`src/rtl/sdrd_fat32pack_pkg.sv`:
```
// Shared constants and state type for the SD-read byte-to-word packer
// that feeds the FAT32 sector buffer.
package sdrd_fat32pack_pkg;

  localparam int unsigned SECTOR_BYTES_DEF = 512;
  localparam int unsigned FAT_WORD_W       = 256;
  localparam int unsigned FAT_WORD_BYTES   = FAT_WORD_W / 8;
  localparam int unsigned WORDS_PER_SECTOR = SECTOR_BYTES_DEF / FAT_WORD_BYTES;

  typedef enum logic {
    ST_FILL = 1'b0,
    ST_PEND = 1'b1
  } pack_state_e;

endpackage

```
`src/rtl/sdrd_fat32pack_if.sv`:
```
// Byte-in / word-out bundle between the SD reader, the packer and the
// FAT32 buffer FIFO plus its control logic.
interface sdrd_fat32pack_if;
  import sdrd_fat32pack_pkg::*;

  logic [7:0]            DIN;
  logic                  DIN_VALID;
  logic                  DIN_READY;
  logic                  ABORT;
  logic                  FULL;
  logic                  WR;
  logic [FAT_WORD_W-1:0] OUTPUT;
  logic                  SECTOR_DONE;
  logic [3:0]            WORD_CNT;
  logic [31:0]           SECTOR_CNT;

  modport slave (
    input  DIN, DIN_VALID, ABORT, FULL,
    output DIN_READY, WR, OUTPUT, SECTOR_DONE, WORD_CNT, SECTOR_CNT
  );

  modport master (
    output DIN, DIN_VALID, ABORT, FULL,
    input  DIN_READY, WR, OUTPUT, SECTOR_DONE, WORD_CNT, SECTOR_CNT
  );
endinterface

```
`src/rtl/sdrd_fat32pack.sv`:
```
// Packs 32 SD bytes little-endian into one 256-bit FAT32 buffer word,
// holds it until the FIFO has room, and tracks 512-byte sector boundaries.
module sdrd_fat32pack
  import sdrd_fat32pack_pkg::*;
#(
  parameter int unsigned SECTOR_BYTES = SECTOR_BYTES_DEF
) (
  input  logic             CLK,
  input  logic             RSTS,
  sdrd_fat32pack_if.slave  bus
);

  localparam logic [3:0] LAST_WORD = 4'(SECTOR_BYTES / FAT_WORD_BYTES - 1);

  pack_state_e           state_q, state_d;
  logic [4:0]            bcnt_q, bcnt_d;
  logic [FAT_WORD_W-1:0] data_q, data_d;
  logic [3:0]            word_cnt_q, word_cnt_d;
  logic [31:0]           sector_cnt_q, sector_cnt_d;
  logic                  sdone_q, sdone_d;
  logic                  din_ready;
  logic                  wr;

  always_ff @(posedge CLK or posedge RSTS) begin
    if (RSTS) begin
      state_q      <= ST_FILL;
      bcnt_q       <= '0;
      data_q       <= '0;
      word_cnt_q   <= '0;
      sector_cnt_q <= '0;
      sdone_q      <= 1'b0;
    end else begin
      state_q      <= state_d;
      bcnt_q       <= bcnt_d;
      data_q       <= data_d;
      word_cnt_q   <= word_cnt_d;
      sector_cnt_q <= sector_cnt_d;
      sdone_q      <= sdone_d;
    end
  end

  always_comb begin
    state_d      = state_q;
    bcnt_d       = bcnt_q;
    data_d       = data_q;
    word_cnt_d   = word_cnt_q;
    sector_cnt_d = sector_cnt_q;
    sdone_d      = 1'b0;
    din_ready    = 1'b0;
    wr           = 1'b0;

    // ABORT also masks DIN_READY so a byte offered in that cycle is never handshaken.
    if (bus.ABORT) begin
      state_d    = ST_FILL;
      bcnt_d     = '0;
      word_cnt_d = '0;
      data_d     = '0;
    end else begin
      case (state_q)
        ST_FILL: begin
          din_ready = 1'b1;
          if (bus.DIN_VALID) begin
            data_d[{bcnt_q, 3'b000} +: 8] = bus.DIN;
            bcnt_d = bcnt_q + 5'd1;
            if (bcnt_q == 5'd31) begin
              state_d = ST_PEND;
            end
          end
        end
        ST_PEND: begin
          if (!bus.FULL) begin
            wr      = 1'b1;
            state_d = ST_FILL;
            if (word_cnt_q == LAST_WORD) begin
              word_cnt_d   = '0;
              sector_cnt_d = sector_cnt_q + 32'd1;
              sdone_d      = 1'b1;
            end else begin
              word_cnt_d = word_cnt_q + 4'd1;
            end
          end
        end
        default: state_d = ST_FILL;
      endcase
    end
  end

  assign bus.DIN_READY   = din_ready;
  assign bus.WR          = wr;
  assign bus.OUTPUT      = data_q;
  assign bus.SECTOR_DONE = sdone_q;
  assign bus.WORD_CNT    = word_cnt_q;
  assign bus.SECTOR_CNT  = sector_cnt_q;

endmodule

```
`src/flat_wrapper.sv`:
```
// flat-port wrapper written by rule: the top's interface ports become plain ports
module sdrd_fat32pack_flat import sdrd_fat32pack_pkg::*;
#(
  parameter int unsigned SECTOR_BYTES = SECTOR_BYTES_DEF
)
  (CLK, RSTS, bus_DIN, bus_DIN_VALID, bus_ABORT, bus_FULL, bus_DIN_READY, bus_WR, bus_OUTPUT, bus_SECTOR_DONE, bus_WORD_CNT, bus_SECTOR_CNT);
  sdrd_fat32pack_if bus_i ();
  input  logic CLK;
  input  logic RSTS;
  input wire logic [$bits(bus_i.DIN)-1:0] bus_DIN;
  input wire logic [$bits(bus_i.DIN_VALID)-1:0] bus_DIN_VALID;
  input wire logic [$bits(bus_i.ABORT)-1:0] bus_ABORT;
  input wire logic [$bits(bus_i.FULL)-1:0] bus_FULL;
  output wire logic [$bits(bus_i.DIN_READY)-1:0] bus_DIN_READY;
  output wire logic [$bits(bus_i.WR)-1:0] bus_WR;
  output wire logic [$bits(bus_i.OUTPUT)-1:0] bus_OUTPUT;
  output wire logic [$bits(bus_i.SECTOR_DONE)-1:0] bus_SECTOR_DONE;
  output wire logic [$bits(bus_i.WORD_CNT)-1:0] bus_WORD_CNT;
  output wire logic [$bits(bus_i.SECTOR_CNT)-1:0] bus_SECTOR_CNT;
  assign bus_i.DIN = bus_DIN;
  assign bus_i.DIN_VALID = bus_DIN_VALID;
  assign bus_i.ABORT = bus_ABORT;
  assign bus_i.FULL = bus_FULL;
  assign bus_DIN_READY = bus_i.DIN_READY;
  assign bus_WR = bus_i.WR;
  assign bus_OUTPUT = bus_i.OUTPUT;
  assign bus_SECTOR_DONE = bus_i.SECTOR_DONE;
  assign bus_WORD_CNT = bus_i.WORD_CNT;
  assign bus_SECTOR_CNT = bus_i.SECTOR_CNT;
  sdrd_fat32pack #(.SECTOR_BYTES(SECTOR_BYTES)) u_core (.CLK(CLK), .RSTS(RSTS), .bus(bus_i));
endmodule
```
`config.mk`:
```
export PLATFORM = sky130hd
export DESIGN_NAME = sdrd_fat32pack_flat
export DESIGN_NICKNAME = d
export VERILOG_FILES = /design/src/rtl/sdrd_fat32pack_pkg.sv /design/src/rtl/sdrd_fat32pack_if.sv /design/src/rtl/sdrd_fat32pack.sv /design/src/flat_wrapper.sv
export SDC_FILE = /design/constraint.sdc
export NUM_CORES = 1
export LEC_CHECK = 0
export ABC_AREA = 0
export CAP_MARGIN = 30
export CORE_ASPECT_RATIO = 0.9
export CORE_MARGIN = 2
export CORE_UTILIZATION = 45
export DETAILED_ROUTE_END_ITERATION = 16
export GPL_ROUTABILITY_DRIVEN = 0
export PLACE_DENSITY = 0.78
export SLEW_MARGIN = 15
export SYNTH_ARGS = -nofsm -noshare
export SYNTH_HDL_FRONTEND = slang
export SYNTH_SLANG_ARGS = --single-unit
export TNS_END_PERCENT = 30
```
`constraint.sdc`:
```
create_clock -name CLK -period 10 [get_ports CLK]
set_clock_uncertainty 0.1 [all_clocks]
set_input_delay 1.5 -clock CLK [delete_from_list [all_inputs] [get_ports CLK]]
set_output_delay 1.5 -clock CLK [all_outputs]
set_load 0.005 [all_outputs]
```
==> impl_metrics.ini <==
[cts]
cts_repair_resize_count = 0
cts.sink_count = 299
clkTransAtPathRegs_ns = 0.06
post_cts_buffers = 0
cts_buffer_depth = 3
clock_latency_ns = 0.57
hold_buffers = 0
htree_num_levels = 1
numCtsBuffers = 31
cts_tree = built
cts_root_buf = clkbuf_16

[yosys]
ys.flop_type = dfrtp_1
synth-edff-count = 0
synth_seq_cells = 299
async_flop_share = 1.00
yosysWarningCount = 0
synth_cell_types = 61
ys_seq_area_frac = 0.574
netlist_area_mm2 = 0.0130
syn-num-nets = 1159
synthCells = 1138
synth.avg_cell_area_um2 = 11.5

[placement]
io_buffers = 307
hpwlAfterDp_um = 25100
dpl.cell_count = 1743

[timing]
worstMarginPinSlew_ns = 0.955
fmax_ghz = 0.229
setup_tns_ns = 0
finalCriticalPeriod_ns = 4.37
rsz0062_at_grt = false
slew_headroom = 0.355
period_share = 0.437
holdWs_ns = 0.374
hold_violations = 0
setup_violations = 0
finalMaxSlewViolations = 0

[critical_path]
crit_arrival_ns = 2.77
cp_common_cell = clkdlybuf4s50_1
critPathMaxStageDelay_ns = 0.51
cp_max_fo = 5
crit_buf_inv = 2
crit_required_ns = 8.40
endpoint_kind = output port
critical_path_class = input port to output port
critPathLaunchType = input port
cp_top_family = buffers and inverters
slowest_stage = clkdlybuf4s50_1
crit_path_cell_trace = clkdlybuf4s50_1 -> nand2b_1 -> nor2_1 -> clkdlybuf4s50_1

[route]
ant_nets = 0
via_count = 10100
wl_per_cell_um = 21.3
wl_um = 38400
viasPerCell = 5.61
drc = 0
drtIter0Drc = 780
firstDrtPassIters = 5

[floorplan]
core_region_area_mm2 = 0.0287
die_height_um = 165
die-area_mm2 = 0.0303
initial_core_util = 0.454
rows = 59
ios = 308
fp.dieW_um = 183

[global_routing]
grt_max_degree = 171
antenna_found_initial = 1
grt_pass1_vias = 9971
overflow = 0
grtUsageTotal = 0.246
grt_first_pass_wirelength_um = 58200

[hold_path]
hold_path.class = register to register

[finish]
fin_cells = 1804
insertedDiodeCount = 0
nets = 1434
mostFrequentLayoutCell = clkdlybuf4s50_1
drive_gt1_frac = 0.0702
final_cell_mix = clkdlybuf4s50_1, dfrtp_1, mux2i_1
area_growth_pct = 34.3

[pwr]
switching_share = 0.224
power_frac_comb = 0.049
switchingPower_uw = 585
p_int_mw = 2.03
leakagePower_nw = 7.43
power_density_mw_per_mm2 = 149
max-vdd-ir-drop_v = 0.000128
power_frac_clock = 0.484
p_seq_frac = 0.467

[job]
cap_violations = 0

[run_status]
outcome = finished clean
[synth_stat cells (2+ instances only)]
master,count,area [um2]
buf_4,2,15.0
nor2_2,2,12.5
ha_1,8,100
a32o_1,32,320
a311o_1,2,20.0
nand3b_1,41,308
nor3b_1,2,15.0
nor2_8,2,40.0
nand3_2,2,20.0
or2_2,2,12.5
nor4_1,2,12.5
nor2_1,92,345
nor2_4,6,67.6
a31oi_1,3,18.8
nor3_1,5,25.0
a41oi_1,2,17.5
and2_1,4,25.0
a21oi_1,22,110
inv_1,5,18.8
or4_1,4,30.0
xor2_1,9,78.8
clkbuf_1,60,225
and3_1,10,62.6
o2bb2ai_1,15,131
buf_6,5,56.3
a31oi_4,2,42.5
o21ai_0,65,325
nor2b_1,4,25.0
a22o_1,2,17.5
nand2b_1,83,519
xnor2_1,28,245
buf_2,13,65.1
nand2_1,88,330
nand3_1,40,200
a2bb2o_1,8,80.1
nand4_1,11,68.8
or3_1,6,37.5
dfrtp_1,299,7480
mux2i_1,128,1280
[state kept, by name, summed over array words and instances, names as in the netlist]
| register | cells |
|---|---|
| u_core.bcnt_q | 5 |
| u_core.bus.OUTPUT | 256 |
| u_core.bus.SECTOR_CNT | 32 |
| u_core.bus.SECTOR_DONE | 1 |
| u_core.bus.WORD_CNT | 4 |
| u_core.state_q | 1 |
[final cells by class]
class | instances | area, um2
well taps | 366 | 458
repair buffers | 323 | 3240
fillers | 2282 | 11200
clock buffers | 40 | 880
inverters | 5 | 26.3
multi-input cells | 753 | 5170
clock inverters | 18 | 251
flip-flops and latches | 299 | 7480
[logic make-up (layout without fill, tap and decap cells)]
group / Yosys count / after routing / synth area share
adder cells (fa/ha/maj): 8 / 8 / 0.00768
multiplexers: 128 / 128 / 0.0983
buffers and inverters: 86 / 386 / 0.0295
AND/OR/NAND/NOR: 416 / 416 / 0.174
XOR/XNOR: 38 / 38 / 0.0261
flip-flops: 299 / 299 / 0.574
AO/OA/AOI/OAI: 163 / 163 / 0.0900
[path summary, 6_finish.rpt]
check,from,to,slack [ns],depth (start not counted)
max in group asynchronous,RSTS,u_core.bus.OUTPUT[118],7.45,3
worst min register to register,u_core.bus.SECTOR_CNT[31],u_core.bus.SECTOR_CNT[31],0.37,1
worst min-delay path,u_core.bus.SECTOR_CNT[31],u_core.bus.SECTOR_CNT[31],0.37,1
worst max register to register,u_core.bcnt_q[0],u_core.bus.OUTPUT[55],6.30,7
worst max-delay path,bus_FULL,bus_WR,5.63,4
min in group asynchronous,RSTS,u_core.bus.OUTPUT[212],1.15,2
[metal layers]
layer  track usage  routed length (um)  up-vias
li1              -                   -     4515
met1         0.338               16500     5133
met2         0.387               17900      401
met3        0.0645                3040       73
met4        0.0727                 975        0
met5             0                   0        -
[stage by stage]
step                utilization  worst slack (ns)  power [mW]  cell area (um2)
floorplan                     -             0.139        1.32            13000
global placement          0.568              5.62        1.37            16300
detailed placement        0.568              5.62        1.37            16300
CTS                       0.608              5.62        2.63            17400
global route              0.610              5.49        2.68            17500
finish                    0.610              5.63        2.61            17500
[power groups by stage]
| stage | clock network, mW | registers (mW) | logic [mW] |
|---|---|---|---|
| floorplan | 0 | 1.24 | 0.0832 |
| global placement | 0 | 1.24 | 0.126 |
| detailed placement | 0 | 1.24 | 0.127 |
| CTS | 1.28 | 1.22 | 0.128 |
| global route | 1.33 | 1.22 | 0.139 |
| finish | 1.26 | 1.22 | 0.129 |
(Power assumes the default switching activity.)
